File: src/rtl/dma_word_reader_if.sv
// Bus bundle for dma_word_reader: the word-read request channel toward the
// memory responder and the valid/ready output stream toward the consumer.
interface dma_word_reader_if #(
    parameter int RAM_WID      = 32,
    parameter int RAM_WORD_WID = 16
);
    logic [RAM_WID-1:0]      ram_dma_addr;
    logic                    ram_read;
    logic [RAM_WORD_WID-1:0] ram_word;
    logic                    ram_valid;
    logic [RAM_WORD_WID-1:0] out_word;
    logic                    out_valid;
    logic                    out_ready;

    modport master (
        output ram_dma_addr,
        output ram_read,
        input  ram_word,
        input  ram_valid,
        output out_word,
        output out_valid,
        input  out_ready
    );

    modport slave (
        input  ram_dma_addr,
        input  ram_read,
        output ram_word,
        output ram_valid,
        input  out_word,
        input  out_valid,
        output out_ready
    );
endinterface

File: src/rtl/dma_word_reader.sv
// DMA initiator: fetches word_count 16-bit words from base_addr upward over the
// ram_read/ram_valid interface and presents them on a one-word valid/ready stream.
module dma_word_reader #(
    parameter int RAM_WID        = 32,
    parameter int RAM_WORD_WID   = 16,
    parameter int CNT_WID        = 12,
    parameter int TIMEOUT_CYCLES = 255,
    parameter int TMO_CNTR_LEN   = 8
) (
    input  logic               clk,
    input  logic               rst,
    input  logic               start,
    input  logic               abort,
    input  logic [RAM_WID-1:0] base_addr,
    input  logic [CNT_WID-1:0] word_count,
    input  logic               loop_en,
    output logic               busy,
    output logic               done,
    output logic               timeout_err,
    dma_word_reader_if.master  bus
);

    typedef enum logic [2:0] {
        ST_IDLE    = 3'd0,
        ST_REQ     = 3'd1,
        ST_RELEASE = 3'd2,
        ST_DRAIN   = 3'd3,
        ST_DONE    = 3'd4
    } state_t;

    // Last REQ cycle count before the request is abandoned.
    localparam logic [TMO_CNTR_LEN-1:0] TMO_LAST = TMO_CNTR_LEN'(TIMEOUT_CYCLES - 1);

    state_t                  state_r, state_s;
    logic [RAM_WID-1:0]      addr_r, addr_s;
    logic                    ram_read_r, ram_read_s;
    logic [RAM_WORD_WID-1:0] out_word_r, out_word_s;
    logic                    out_valid_r, out_valid_s;
    logic                    busy_r, busy_s;
    logic                    done_r, done_s;
    logic                    tmo_err_r, tmo_err_s;
    logic [CNT_WID-1:0]      idx_r, idx_s;
    logic [TMO_CNTR_LEN-1:0] tmo_r, tmo_s;
    logic [RAM_WID-1:0]      base_r, base_s;
    logic [CNT_WID-1:0]      count_r, count_s;
    logic                    loop_r, loop_s;
    logic                    is_last_s;
    logic                    drain_go_s;

    // Byte offset of a word index, zero-extended and wrapping with the address width.
    function automatic logic [RAM_WID-1:0] word_offset(input logic [CNT_WID-1:0] idx);
        logic [RAM_WID-1:0] off;
        off              = {RAM_WID{1'b0}};
        off[CNT_WID:0]   = {idx, 1'b0};
        return off;
    endfunction

    assign is_last_s  = (idx_r == (count_r - CNT_WID'(1)));
    assign drain_go_s = (~out_valid_r) | bus.out_ready;

    // Next-state and next-output decode; abort overrides every state.
    always_comb begin
        state_s     = state_r;
        addr_s      = addr_r;
        ram_read_s  = ram_read_r;
        out_word_s  = out_word_r;
        out_valid_s = out_valid_r;
        done_s      = 1'b0;
        tmo_err_s   = tmo_err_r;
        idx_s       = idx_r;
        tmo_s       = tmo_r;
        base_s      = base_r;
        count_s     = count_r;
        loop_s      = loop_r;

        if (out_valid_r && bus.out_ready) begin
            out_valid_s = 1'b0;
        end else begin
            out_valid_s = out_valid_r;
        end

        if (abort) begin
            state_s     = ST_IDLE;
            ram_read_s  = 1'b0;
            out_valid_s = 1'b0;
        end else begin
            case (state_r)
                ST_IDLE: begin
                    if (start) begin
                        base_s    = base_addr;
                        count_s   = word_count;
                        loop_s    = loop_en;
                        tmo_err_s = 1'b0;
                        idx_s     = {CNT_WID{1'b0}};
                        tmo_s     = {TMO_CNTR_LEN{1'b0}};
                        if (word_count == {CNT_WID{1'b0}}) begin
                            state_s = ST_DONE;
                        end else begin
                            state_s    = ST_REQ;
                            ram_read_s = 1'b1;
                            addr_s     = base_addr;
                        end
                    end else begin
                        state_s = ST_IDLE;
                    end
                end
                ST_REQ: begin
                    if (bus.ram_valid) begin
                        out_word_s  = bus.ram_word;
                        out_valid_s = 1'b1;
                        ram_read_s  = 1'b0;
                        state_s     = ST_RELEASE;
                    end else if (tmo_r == TMO_LAST) begin
                        ram_read_s = 1'b0;
                        tmo_err_s  = 1'b1;
                        state_s    = ST_IDLE;
                    end else begin
                        tmo_s = tmo_r + TMO_CNTR_LEN'(1);
                    end
                end
                ST_RELEASE: begin
                    // Never re-request while the responder still drives valid.
                    if (!bus.ram_valid) begin
                        state_s = ST_DRAIN;
                    end else begin
                        state_s = ST_RELEASE;
                    end
                end
                ST_DRAIN: begin
                    if (drain_go_s) begin
                        if (!is_last_s) begin
                            idx_s      = idx_r + CNT_WID'(1);
                            addr_s     = base_r + word_offset(idx_r + CNT_WID'(1));
                            tmo_s      = {TMO_CNTR_LEN{1'b0}};
                            ram_read_s = 1'b1;
                            state_s    = ST_REQ;
                        end else if (loop_r) begin
                            idx_s      = {CNT_WID{1'b0}};
                            addr_s     = base_r;
                            tmo_s      = {TMO_CNTR_LEN{1'b0}};
                            ram_read_s = 1'b1;
                            state_s    = ST_REQ;
                        end else begin
                            state_s = ST_DONE;
                        end
                    end else begin
                        state_s = ST_DRAIN;
                    end
                end
                ST_DONE: begin
                    done_s  = 1'b1;
                    state_s = ST_IDLE;
                end
                default: begin
                    state_s    = ST_IDLE;
                    ram_read_s = 1'b0;
                end
            endcase
        end

        busy_s = (state_s != ST_IDLE);
    end

    // State and registered outputs.
    always_ff @(posedge clk or posedge rst) begin
        if (rst) begin
            state_r     <= ST_IDLE;
            addr_r      <= {RAM_WID{1'b0}};
            ram_read_r  <= 1'b0;
            out_word_r  <= {RAM_WORD_WID{1'b0}};
            out_valid_r <= 1'b0;
            busy_r      <= 1'b0;
            done_r      <= 1'b0;
            tmo_err_r   <= 1'b0;
            idx_r       <= {CNT_WID{1'b0}};
            tmo_r       <= {TMO_CNTR_LEN{1'b0}};
            base_r      <= {RAM_WID{1'b0}};
            count_r     <= {CNT_WID{1'b0}};
            loop_r      <= 1'b0;
        end else begin
            state_r     <= state_s;
            addr_r      <= addr_s;
            ram_read_r  <= ram_read_s;
            out_word_r  <= out_word_s;
            out_valid_r <= out_valid_s;
            busy_r      <= busy_s;
            done_r      <= done_s;
            tmo_err_r   <= tmo_err_s;
            idx_r       <= idx_s;
            tmo_r       <= tmo_s;
            base_r      <= base_s;
            count_r     <= count_s;
            loop_r      <= loop_s;
        end
    end

    assign bus.ram_dma_addr = addr_r;
    assign bus.ram_read     = ram_read_r;
    assign bus.out_word     = out_word_r;
    assign bus.out_valid    = out_valid_r;
    assign busy             = busy_r;
    assign done             = done_r;
    assign timeout_err      = tmo_err_r;

endmodule

File: src/flat_wrapper.sv
// flat-port wrapper written by rule: the top's interface ports become plain ports
module dma_word_reader_flat 
#(
    parameter int RAM_WID        = 32,
    parameter int RAM_WORD_WID   = 16,
    parameter int CNT_WID        = 12,
    parameter int TIMEOUT_CYCLES = 255,
    parameter int TMO_CNTR_LEN   = 8
)
  (clk, rst, start, abort, base_addr, word_count, loop_en, busy, done, timeout_err, bus_ram_dma_addr, bus_ram_read, bus_ram_word, bus_ram_valid, bus_out_word, bus_out_valid, bus_out_ready);
  dma_word_reader_if #(.RAM_WID(RAM_WID), .RAM_WORD_WID(RAM_WORD_WID)) bus_i ();
  input  logic clk;
  input  logic rst;
  input  logic start;
  input  logic abort;
  input  logic [RAM_WID-1:0] base_addr;
  input  logic [CNT_WID-1:0] word_count;
  input  logic loop_en;
  output logic busy;
  output logic done;
  output logic timeout_err;
  output wire logic [$bits(bus_i.ram_dma_addr)-1:0] bus_ram_dma_addr;
  output wire logic [$bits(bus_i.ram_read)-1:0] bus_ram_read;
  input wire logic [$bits(bus_i.ram_word)-1:0] bus_ram_word;
  input wire logic [$bits(bus_i.ram_valid)-1:0] bus_ram_valid;
  output wire logic [$bits(bus_i.out_word)-1:0] bus_out_word;
  output wire logic [$bits(bus_i.out_valid)-1:0] bus_out_valid;
  input wire logic [$bits(bus_i.out_ready)-1:0] bus_out_ready;
  assign bus_ram_dma_addr = bus_i.ram_dma_addr;
  assign bus_ram_read = bus_i.ram_read;
  assign bus_i.ram_word = bus_ram_word;
  assign bus_i.ram_valid = bus_ram_valid;
  assign bus_out_word = bus_i.out_word;
  assign bus_out_valid = bus_i.out_valid;
  assign bus_i.out_ready = bus_out_ready;
  dma_word_reader #(.RAM_WID(RAM_WID), .RAM_WORD_WID(RAM_WORD_WID), .CNT_WID(CNT_WID), .TIMEOUT_CYCLES(TIMEOUT_CYCLES), .TMO_CNTR_LEN(TMO_CNTR_LEN)) u_core (.clk(clk), .rst(rst), .start(start), .abort(abort), .base_addr(base_addr), .word_count(word_count), .loop_en(loop_en), .busy(busy), .done(done), .timeout_err(timeout_err), .bus(bus_i));
endmodule
File: config.mk
export PLATFORM = sky130hd
export DESIGN_NAME = dma_word_reader_flat
export DESIGN_NICKNAME = d
export VERILOG_FILES = /design/src/rtl/dma_word_reader_if.sv /design/src/rtl/dma_word_reader.sv /design/src/flat_wrapper.sv
export SDC_FILE = /design/constraint.sdc
export NUM_CORES = 1
export LEC_CHECK = 0
export BUFFER_PORTS_ARGS = -buffer_cell sky130_fd_sc_hd__buf_2
export CAP_MARGIN = 10
export CORE_MARGIN = 2
export CORE_UTILIZATION = 50
export DETAILED_ROUTE_END_ITERATION = 8
export GPL_TIMING_DRIVEN = 0
export HOLD_SLACK_MARGIN = 0.06
export PLACE_DENSITY = 0.74
export RECOVER_POWER = 100
export SLEW_MARGIN = 20
export SYNTH_ARGS = -nofsm -noshare
export SYNTH_HDL_FRONTEND = slang
export SYNTH_SLANG_ARGS = --single-unit
File: constraint.sdc
create_clock -name clk -period 4.5 [get_ports clk]
set_clock_uncertainty 0.2 [all_clocks]
set_input_delay 0.225 -clock clk [delete_from_list [all_inputs] [get_ports clk]]
set_output_delay 0.225 -clock clk [all_outputs]
set_load 0.02 [all_outputs]
### Word-level counts from Yosys, hierarchy flattened

Index checks and enable logic that the tools add are counted.

| storage, ports and cells | value |
|---|---|
| register bits after elaboration | 121 |
| input port bits | 67 |
| output and inout port bits | 53 |
| logic and storage cells | 101 |

| operators by class | value |
|---|---|
| reductions and logical operators | 15 |
| multiplexer cells | 47 |
| eq/ne operators | 19 |
| $add $sub $neg | 4 |
| bitwise operators | 3 |

Operators by type and width:

| operator | count |
|---|---|
| two-way mux 32 bit | 5 |
| case mux 32 bit (2 select lines) | 1 |
| two-way mux 12 bit | 4 |
| two-way mux 8 bit | 6 |
| adder 32 x 13 -> 32 bit | 1 |
| two-way mux 3 bit | 8 |
| case mux 12 bit (2 select lines) | 1 |
| case mux 8 bit (3 select lines) | 1 |
| two-way mux 1 bit | 18 |
| adder 12 x 1 -> 12 bit (second input constant) | 1 |
| equality test 12 bit | 1 |
| zero test 12 bit | 1 |
| case mux 3 bit (4 select lines) | 1 |
| AND reduction 6 bit | 2 |
| subtractor 12 x 1 -> 12 bit (second input constant) | 1 |
| AND reduction 5 bit | 2 |
| adder 8 x 1 -> 8 bit (second input constant) | 1 |
| equality test 8 bit (second input constant) | 1 |
| inequality test 2 bit (second input constant) | 4 |
| inequality test 4 x 3 -> 1 bit (second input constant) | 2 |
| AND reduction 7 bit | 1 |
| equality test 3 x 2 -> 1 bit (second input constant) | 2 |
| inequality test 2 x 1 -> 1 bit (second input constant) | 3 |
| inequality test 3 x 2 -> 1 bit (second input constant) | 2 |
| 13 further kinds | 18 |

### Depth between registers and ports, before layout

Gate-level depths: netlist of the first run.

| logic depth | value |
|---|---|
| depth after elaboration | 7 |
| gate-level depth with buffers | 16 |
| depth with buffers taken out | 15 |

### Worst setup path before layout of the first run

OpenSTA, ideal clock, no wires.

| timing | value |
|---|---|
| kind | reg2reg |
| start | reg u_core.idx_r[0] |
| end | reg u_core.addr_r[22] (netlist: u_core.bus.ram_dma_addr[22]) |
| buffers on the path | 1 |
| data required time | 4.162 ns |
| slack | 1.120 ns |
| library setup time | 0.138 ns |
| period minus slack after synthesis | 3.380 ns |
| arrival | 3.042 ns |
| stages on the path, launching flop included | 17 |
| cells stage by stage | dfrtp_1 > ha_1 > nand3_1 > nor2_1 > and3_1 > nand3_1 > xnor2_1 > ha_1 > a21o_1 > a21oi_1 > o21a_1 > a31oi_1 > o21ai_0 > clkbuf_1 > nor3_1 > xnor2_1 > o221ai_1 |

| on the way | value |
|---|---|
| cells in the longest elaborated chain, start to end | 5 |
| elaborated cells between the ends (all ways) | 8 |
| classes of those cells | add/sub: 2; eq/ne: 2; mux: 3; reduce/logical: 1 |

Ends and longest elaborated chain:

| element | line | RTL |
|---|---|---|
| start, declared | dma_word_reader.sv:42 | `logic [CNT_WID-1:0] idx_r, idx_s;` |
| start signal, assigned | dma_word_reader.sv:175 | `idx_r <= {CNT_WID{1'b0}};` |
| start signal, assigned | dma_word_reader.sv:189 | `idx_r <= idx_s;` |
| adder 12 x 1 -> 12 bit | dma_word_reader.sv:133 | `addr_s = base_r + word_offset(idx_r + CNT_WID'(1));` |
| adder 32 x 13 -> 32 bit | dma_word_reader.sv:133 |  |
| two-way mux 32 bit | dma_word_reader.sv:131 | `if (!is_last_s) begin` |
| two-way mux 32 bit | dma_word_reader.sv:130 | `if (drain_go_s) begin` |
| case mux 32 bit (2 select lines) | dma_word_reader.sv:87 | `case (state_r)` |
| end signal, assigned | dma_word_reader.sv:168 | `addr_r <= {RAM_WID{1'b0}};` |
| end signal, assigned | dma_word_reader.sv:182 | `addr_r <= addr_s;` |
| end, declared | dma_word_reader.sv:35 | `logic [RAM_WID-1:0] addr_r, addr_s;` |

Parallel ways exist; a longest one is shown, timed or not. The select of a mux whose other input is x is not followed.
A chain may end at the register's enable or synchronous reset.

### Final worst setup path of the first run

| timing | value |
|---|---|
| start | reg u_core.count_r[0] |
| end | reg u_core.addr_r[25] (netlist: u_core.bus.ram_dma_addr[25]) |

| on the way | value |
|---|---|
| cells in the longest elaborated chain, start to end | 5 |
| elaborated cells between the ends (all ways) | 7 |
| classes of those cells | add/sub: 1; eq/ne: 2; mux: 3; reduce/logical: 1 |

Ends and longest elaborated chain:

| element | line | RTL |
|---|---|---|
| start, declared | dma_word_reader.sv:45 | `logic [CNT_WID-1:0] count_r, count_s;` |
| start signal, assigned | dma_word_reader.sv:178 | `count_r <= {CNT_WID{1'b0}};` |
| start signal, assigned | dma_word_reader.sv:192 | `count_r <= count_s;` |
| subtractor 12 x 1 -> 12 bit (*) | dma_word_reader.sv:58 | `assign is_last_s = (idx_r == (count_r - CNT_WID'(1)));` |
| equality test 12 bit (*) | dma_word_reader.sv:58 |  |
| two-way mux 32 bit | dma_word_reader.sv:131 |  |
| two-way mux 32 bit | dma_word_reader.sv:130 |  |
| case mux 32 bit (2 select lines) | dma_word_reader.sv:87 |  |

Every way passes the cells marked *; elsewhere a longest branch is shown, timed or not. The select of a mux whose other input is x is not followed.

==> metrics, run 1 <==
FF-to-FF End=u_core.bus.ram_dma_addr[25]; Post-synth top flop=dfrtp_1; Min-Delay Path Class=input port to flop; Slowest-stage cell, CP=or4_1; Buf/Inv on CP=4; failing checks=max-capacitance violations, max-slew violations; Critical Path Sink=u_core.bus.ram_dma_addr[25]; cells on worst reg2reg path=13; switching pwr=1270 µW; crit end category=flop; share of cells above drive strength 1=20.2%; Synth-to-Final Area Change=29.7%; postcts setup bufs=0; Fin Hold WS=106 ps; site row count=42; cts repair resizes=0; H-tree level count=4; Synth top area share=44.5%; clock latency on the worst-skew pair=420 ps; die outline width=121 µm; Max Cap Viol=2; Post-Syn Nets=754; Cell Int Power=2740 µW; CTS tree=yes; origin of the critical flop-to-flop path=u_core.count_r[0]; fin nets=958; Post-synth ARST share=100%; leakage=0.00393 µW; share of the yosys chip area belonging to registers=44.5%; final estimated routing congestion in global placement=0.886; First-pass DRT Iterations=5; yosys warns=0; FMAX=238 MHz; WP data arrival=4270 ps; I/O Buffers=119; final setup vio count=0; number of library cell types mapped by synthesis=58; CP peak stage delay=640 ps; peak supply drop=265 µV; CTS buffer count=17; DRT antenna net count=0; Root Buffer=clkbuf_16; Critical Path Stages=13; Antenna diodes=0; critical-path cell list=inv_1 > ha_1 > clkbuf_1 > nand2_1 > o31ai_1 > o2111ai_1 > or4_1 > or2_0 > clkbuf_1 > o311ai_4 > or2_2 > clkbuf_2 > o221ai_1; setup ws final=304 ps; Place WS=455 ps; Fin. Hold Viols=0; DR vias=6015; wire per inst=17.2 µm; crit share post-route=93.2%; Sink Count=121; Max FO, Critical Path=10; fin. max-slew vios=124; outcome=finished with violations; largest area contributor in the netlist=dfrtp_1; Period minus WS final=4200 ps; Crit path max-delay family=simple AND/OR/NAND/NOR gates; Req. time, crit path=4580 ps; drt total wl=18300 µm; CP startpoint kind=flop; Ports=120; sw frac=31.7%; post-synthesis register bit count=121; first-pass GRT wire length=29900 µm; DR iter-0 viols=500; Starting Density=51.4%; slew at the pin closest to its max-slew limit=2410 ps; Synth area leaders=dfrtp_1, mux2_2, xnor2_1; number of synthesized flops with an enable pin=0; Critical Path Most Common Cell=clkbuf_1; DIE AREA=0.0146 mm²; vias in the first global route=6087; kind of critical path=flop to flop; clock power share=36.6%; RSZ-0062 raised after global routing=false; Commonest cells post-synth=dfrtp_1, mux2_2, nand2_1; Worst slew margin=-61.7%; Pwr per Cell Area=455 mW/mm²; Finished Cell Area=0.00882 mm²; Mapped Cells=670; Setup crit start=u_core.count_r[0]; drt via density=5.66; largest net degree at the start of global routing=68; GRT Overall Usage=26.2%; clock-pin slew on the worst setup and hold paths=60 ps; placement-stage cell area=0.00765 mm²; Avg Cell Area, Syn=10.2 µm²; global route overflow=0; r2r setup slk=300 ps; synthesized cell area=0.00680 mm²; # DRC=0; post-DP HPWL=12600 µm; Core ar.=0.0132 mm²; top-count cell post-synth=dfrtp_1; register share of total power=37.9%; FILL cells=1096; Max clock buf depth=2; Combinational Power Share=25.5%; initial antenna violation count=0; Die Span Y=121 µm
timing repair:
action | in CTS | in global routing
hold buffers | 65 | 0
endpoints found under the setup margin | 0 | 0
hold endpoints to repair | 151 | 0
tightest hold or removal path, stage by stage:
cell,delay (ps)
buf_2,130
nor2_1,80
a21oi_1,120
a21oi_1,130
cell type report:
cell class              instances  area [µm²]  area share [%]
flip-flops and latches        121        3030            34.3
multi-input cells             494        3530            40.0
plain buffers                  37         151            1.72
clock inverters                12         199            2.26
inverters                      18        68.8           0.780
repair buffers                185        1180            13.4
well taps                     176         220            2.50
clock buffers                  20         437            4.95
per-stage QoR:
stage          total power, µW  TNS (ps)  cells  util [%]
3_3_place_gp              2490    -58160    965      57.5
6_report                  4020         0   1063      66.6
3_5_place_dp              2540         0    966      57.8
4_1_cts                   4070         0   1063      67.5
5_1_grt                   4210         0   1063      66.6
2_1_floorplan             2210         0    670         -
how the worst min path moves through the flow:
stage,to,cells after the start,from,slack (ps)
after floorplan,u_core.bus.ram_read,1,abort,90
after global placement,u_core.bus.ram_dma_addr[2],1,u_core.bus.ram_dma_addr[2],260
after detailed placement,u_core.bus.ram_dma_addr[28],2,rst,110
after CTS,u_core.state_r[0],4,bus_ram_valid,70
after global routing,u_core.state_r[0],4,bus_ram_valid,150
final,u_core.state_r[0],4,bus_ram_valid,110
per-layer routing:
metal,global-route usage (%),wire length [µm]
met2,43.8,9040
met3,4.91,874
met1,33.6,7950
met4,10.2,403
met5,0,0
placed cells by master (no fill, tap or decap), types with 10 or more instances in the layout:
cell,netlist,final
a211oi_1,10,10
a21o_1,15,15
a21oi_1,21,21
buf_2,12,71
clkbuf_1,21,82
clkbuf_16,0,17
dfrtp_1,121,121
dlygate4sd3_1,0,65
ha_1,16,16
inv_1,18,17
mux2_2,64,62
mux2i_1,13,13
nand2_1,60,60
nand3_1,14,14
nand4_1,10,10
nor2_1,42,42
nor3_1,19,19
o21ai_0,42,42
o221ai_1,12,12
o31ai_1,10,10
xnor2_1,32,32
xor2_1,15,15
registers in the layout, summed over array words and instances (netlist names):
register and count:
u_core.base_r 32, u_core.bus.ram_dma_addr 32, u_core.bus.out_word 16, u_core.count_r 12
u_core.idx_r 12, u_core.tmo_r 8, u_core.state_r 3, u_core.bus.out_valid 1
u_core.bus.ram_read 1, u_core.busy 1, u_core.done 1, u_core.loop_r 1
u_core.timeout_err 1
power groups by stage:
stage                     combinational, µW  sequential (µW)  clock (µW)
after CTS                              1060             1510        1490
after global routing                   1120             1550        1540
after detailed placement               1010             1530           0
after floorplan                         553             1650           0
final                                  1020             1520        1470
after global placement                  976             1510           0
kinds of logic (layout without fill, tap and decap cells):
group / Yosys count / in the layout / share of synthesized area, %
and+or+nand+nor: 195 / 195 / 14.1
AOI/OAI and AO/OA: 158 / 158 / 16.2
DFF: 121 / 121 / 44.5
muxes: 77 / 77 / 12.5
buffers and inverters: 55 / 272 / 3.42
xor gates and xnor gates: 47 / 47 / 6.05
adders and majority gates: 17 / 17 / 3.24
Power figures use the tool's default switching activity.
==> run 2, diff against run 1 <==
Settings changed: MAX_ROUTING_LAYER from default to met4.
==> run 2 against run 1 <==
Net effect: the run still ends with max-capacitance violations, max-slew violations left; register-to-register slack worse by 30 ps; cell area down 0.37%; via count up 1.2%; non-clock buffer count unchanged; routed wire length up 1.7%; utilization down 0.25 points; clock power down 3%; setup slack worse by 25 ps; sequential power about the same; sequential cell count unchanged; critical endpoint is now u_core.bus.ram_dma_addr[19]; largest power group unchanged.
==> metrics, run 2 (same netlist as run 1, synthesis figures left out) <==
outcome=finished with violations; failing checks=max-capacitance violations, max-slew violations; DIE AREA=0.0146 mm²; initial antenna violation count=0; drt total wl=18600 µm; slew at the pin closest to its max-slew limit=2250 ps; WP data arrival=4300 ps; crit share post-route=93.8%; fin. max-slew vios=124; post-DP HPWL=12700 µm; Total Neg Setup Slack=0 ps; H-tree level count=4; kind of critical path=flop to flop; # DRC=0; largest net degree at the start of global routing=71; Pwr per Cell Area=452 mW/mm²; Sink Count=121; crit end category=flop; Root Buffer=clkbuf_16; Hold Crit Depth=4; Critical Path Stages=13; RSZ-0062 raised after global routing=false; clock latency on the worst-skew pair=420 ps; Max FO, Critical Path=10; critical-path cell list=inv_1 > ha_1 > buf_2 > nand2_1 > o31ai_1 > o2111ai_1 > or4_1 > or2_0 > clkbuf_1 > o311ai_2 > or2_2 > clkbuf_2 > o221ai_1; FMAX=237 MHz; Antenna diodes=0; cells on worst reg2reg path=13; CP peak stage delay=770 ps; most common cell after layout, fill and taps aside=dfrtp_1; first-pass GRT wire length=30000 µm; CTS tree=yes; global route overflow=0; Req. time, crit path=4580 ps; clock-pin slew on the worst setup and hold paths=60 ps; Slowest-stage cell, CP=o311ai_2; Core ar.=0.0132 mm²; Fin. Hold Viols=0; cts repair resizes=0; Worst slew margin=-50.6%; die outline width=121 µm; Buf/Inv on CP=4; CTS buffer count=17; final setup vio count=0; final estimated routing congestion in global placement=0.918; GRT Overall Usage=27.0%; Ports=120; commonest cells after routing, fill and taps aside=dfrtp_1, clkbuf_1, buf_2; fin nets=958; wire per inst=17.5 µm; leakage=0.00392 µW; share of cells above drive strength 1=20.3%; DRT antenna net count=0; CP startpoint kind=flop; peak supply drop=241 µV; I/O Buffers=119; Fin Hold WS=88.1 ps; Max clock buf depth=2; DR vias=6089; Starting Density=51.4%; Synth-to-Final Area Change=29.2%; postcts setup bufs=0; First-pass DRT Iterations=7; Crit path max-delay family=compound AO/OA/AOI/OAI gates; vias in the first global route=6186; DR iter-0 viols=604; drt via density=5.73; Max Cap Viol=2; site row count=42; Min-Delay Path Class=input port to flop; Period minus WS final=4220 ps; Die Span Y=121 µm
==> run 2: cell types whose count changed in the layout (fill, tap and decap cells not counted) <==
cell / before / now
bufinv_16: 5 / 3
o31ai_2: 1 / 0
clkinv_2: 2 / 1
o311ai_4: 1 / 0
clkinv_4: 1 / 2
buf_2: 71 / 72
clkbuf_1: 82 / 80
clkbuf_8: 0 / 3
o31ai_1: 10 / 11
o311ai_2: 0 / 1
==> run 2: layer usage <==
layer  up-vias  global-route usage, %  wire length, µm
met2       193                   44.2             9080
met5         -                      -                0
met1      3008                   33.6             8180
met4         0                   10.7              469
met3        26                   4.53              844
li1       2862                      -                -
==> run 2: what timing repair did <==
action | CTS | global route
endpoints found under the setup margin | 0 | 0
hold buffers | 65 | 0
endpoints found under the hold margin | 146 | 0
==> run 2: cell type report <==
cell class                      count  area [µm²]
Multi-Input combinational cell    494        3520
Clock inverter                     10         143
Buffer                             37         153
Inverter                           18        68.8
Sequential cell                   121        3030
Timing Repair Buffer              185        1180
Tap cell                          176         220
Clock buffer                       22         474
Fill cell                        1072        4460
==> run 2: worst min-delay path, cell delays in order <==
cell     delay (ps)
buf_2           140
nor2_1           80
a21oi_1         100
a21oi_1         120
==> run 2: path summary, 6_finish.rpt <==
| kind | start | to | slack, ps |
|---|---|---|---|
| worst min-delay path | bus_ram_valid | u_core.state_r[0] | 90 |
| min in group asynchronous | rst | u_core.bus.ram_dma_addr[26] | 750 |
| worst max register to register | u_core.count_r[0] | u_core.bus.ram_dma_addr[19] | 280 |
| worst max-delay path | u_core.count_r[0] | u_core.bus.ram_dma_addr[19] | 280 |
| max in group asynchronous | rst | u_core.bus.ram_dma_addr[3] | 830 |
| worst min register to register | u_core.bus.ram_dma_addr[7] | u_core.bus.ram_dma_addr[7] | 280 |
==> run 2: where the power goes <==
group / switching [µW] / internal, µW
Clock: 503 / 915
Sequential: 204 / 1320
Combinational: 582 / 443
==> run 2: per-stage QoR <==
stage	setup WS [ps]	total power (µW)	area, µm²	cells	utilization (%)
after floorplan	861	2210	6800	670	-
after global placement	-441	2490	7620	965	57.5
after detailed placement	401	2540	7650	966	57.8
after CTS	341	4010	8920	1063	67.3
after global routing	3.08	4150	8790	1063	66.4
final	279	3970	8790	1063	66.4
==> run 3, diff against run 2 <==
Settings changed: CORE_UTILIZATION 50 to 57, PLACE_DENSITY 0.74 to 0.82.
==> run 3 against run 2 <==
Net effect: sequential share of layout area increased by 0.089 points; clock power grew 3%; cell count is 3.2% lower; first-iteration DRC count rose by 6.5%; global-route usage rose by 5.4 points; utilization is 9.8 points higher; sequential power hardly changed; via count rose by 2.5%; setup slack got worse by 59 ps; the flow finishes with violations (design-rule violations, max-capacitance violations, max-slew violations); non-clock buffer count stayed put; highest routed layer unchanged; maximum frequency fell by 1.4%; hold slack gained 32 ps.
==> metrics, run 3 (same netlist as run 1, synthesis figures left out) <==
CTS buffer count=17; Place WS=392 ps; die outline width=113 µm; peak supply drop=333 µV; drt via density=6.07; fin nets=958; Die Span Y=113 µm; leakage=0.00393 µW; first-pass GRT wire length=31600 µm; clock-pin slew on the worst setup and hold paths=70 ps; final estimated routing congestion in global placement=0.924; # DRC=8; FMAX=234 MHz; global route overflow=0; site row count=39; failing checks=design-rule violations, max-capacitance violations, max-slew violations; post-DP HPWL=12600 µm; Root Buffer=clkbuf_16; RSZ-0062 raised after global routing=false; First-pass DRT Iterations=9; initial antenna violation count=0; Core ar.=0.0115 mm²; crit end category=flop; Tot Pwr=4040 µW; origin of the critical flop-to-flop path=u_core.idx_r[0]; CP startpoint kind=flop; most common cell after layout, fill and taps aside=dfrtp_1; Hold Crit Start=bus_ram_valid; Pwr per Cell Area=461 mW/mm²; Max clock buf depth=2; Starting Density=59.1%; I/O Buffers=119; setup ws final=220 ps; Fin. Hold Viols=0; Max Cap Viol=2; commonest cells after routing, fill and taps aside=dfrtp_1, clkbuf_1, buf_2; Synth-to-Final Area Change=28.9%; kind of critical path=flop to flop; DRT antenna net count=0; share of cells above drive strength 1=19.9%; Req. time, crit path=4570 ps; DIE AREA=0.0128 mm²; Total Neg Setup Slack=0 ps; drt total wl=19600 µm; slew at the pin closest to its max-slew limit=2300 ps; H-tree level count=4; Period minus WS final=4280 ps; outcome=finished with violations; Max FO, Critical Path=10; postcts setup bufs=0; largest net degree at the start of global routing=74; CTS tree=yes; GRT Overall Usage=32.4%; WP data arrival=4350 ps; Min-Delay Path Class=input port to flop; Ports=120; Antenna diodes=0; DR iter-0 viols=643; Worst slew margin=-54.2%; vias in the first global route=6303; DR vias=6242; clock latency on the worst-skew pair=430 ps; fin. max-slew vios=124; Sink Count=121; Setup crit start=u_core.idx_r[0]; wire per inst=19.0 µm; final setup vio count=0; crit share post-route=95.1%
## run 3: worst paths after layout
| path | end | slack (ps) | cells past startpoint |
|---|---|---|---|
| max | u_core.bus.ram_dma_addr[26] | 220 | 16 |
| min | u_core.state_r[1] | 120 | 4 |
| max reg2reg | u_core.bus.ram_dma_addr[26] | 220 | 16 |
| min reg2reg | u_core.bus.ram_dma_addr[7] | 270 | 1 |
| max in group asynchronous | u_core.count_r[1] | 720 | 4 |
| min in group asynchronous | u_core.bus.out_word[12] | 770 | 3 |
## run 3: routing by layer
metal	wire, µm	track usage (%)	vias to the layer above
met3	1400	6.80	64
met5	0	-	-
met4	678	14.2	0
li1	-	-	2857
met2	9760	53.7	320
met1	7720	38.3	3001
## run 3: metrics by stage
stage / instances / util [%] / hold slack, ps / area, µm²
finish: 1029 / 76.1 / 120 / 8760
floorplan: 670 / - / 88.5 / 6800
global route: 1029 / 76.1 / 96.6 / 8760
CTS: 1029 / 77.2 / 101 / 8890
global placement: 932 / 65.8 / 256 / 7580
detailed placement: 933 / 66.1 / 91.7 / 7610
## run 3: power by group
group          internal (µW)  total, µW  switching, µW  leakage, µW
Clock                    949       1460            509     0.000297
Sequential              1320       1540            216      0.00150
Combinational            439       1040            606      0.00214
## run 3: layout make-up
class,instances,area (µm²)
timing repair buffer,185,1180
sequential,121,3030
multi-input combinational,494,3520
clock inverter,12,174
fill,793,2750
clock buffer,19,453
inverter,18,68.8
tap,143,179
buffer,37,161
## run 3: worst max-delay path, cell delays in order (launching register included)
cell	delay, ps
dfrtp_1	470
ha_1	280
nand3_1	170
nor2_1	190
and3_1	270
nand3_1	120
xnor2_1	270
ha_1	360
a21o_1	180
a21oi_1	220
o21a_1	160
a31oi_1	40
o21ai_0	230
clkbuf_1	440
nor3_1	150
xnor2_1	190
o221ai_1	180
## run 3: repair_timing
action,in CTS,in global routing
endpoints found under the hold margin,146,0
endpoints found under the setup margin,0,2
hold buffers,65,0
gates resized for setup,0,1
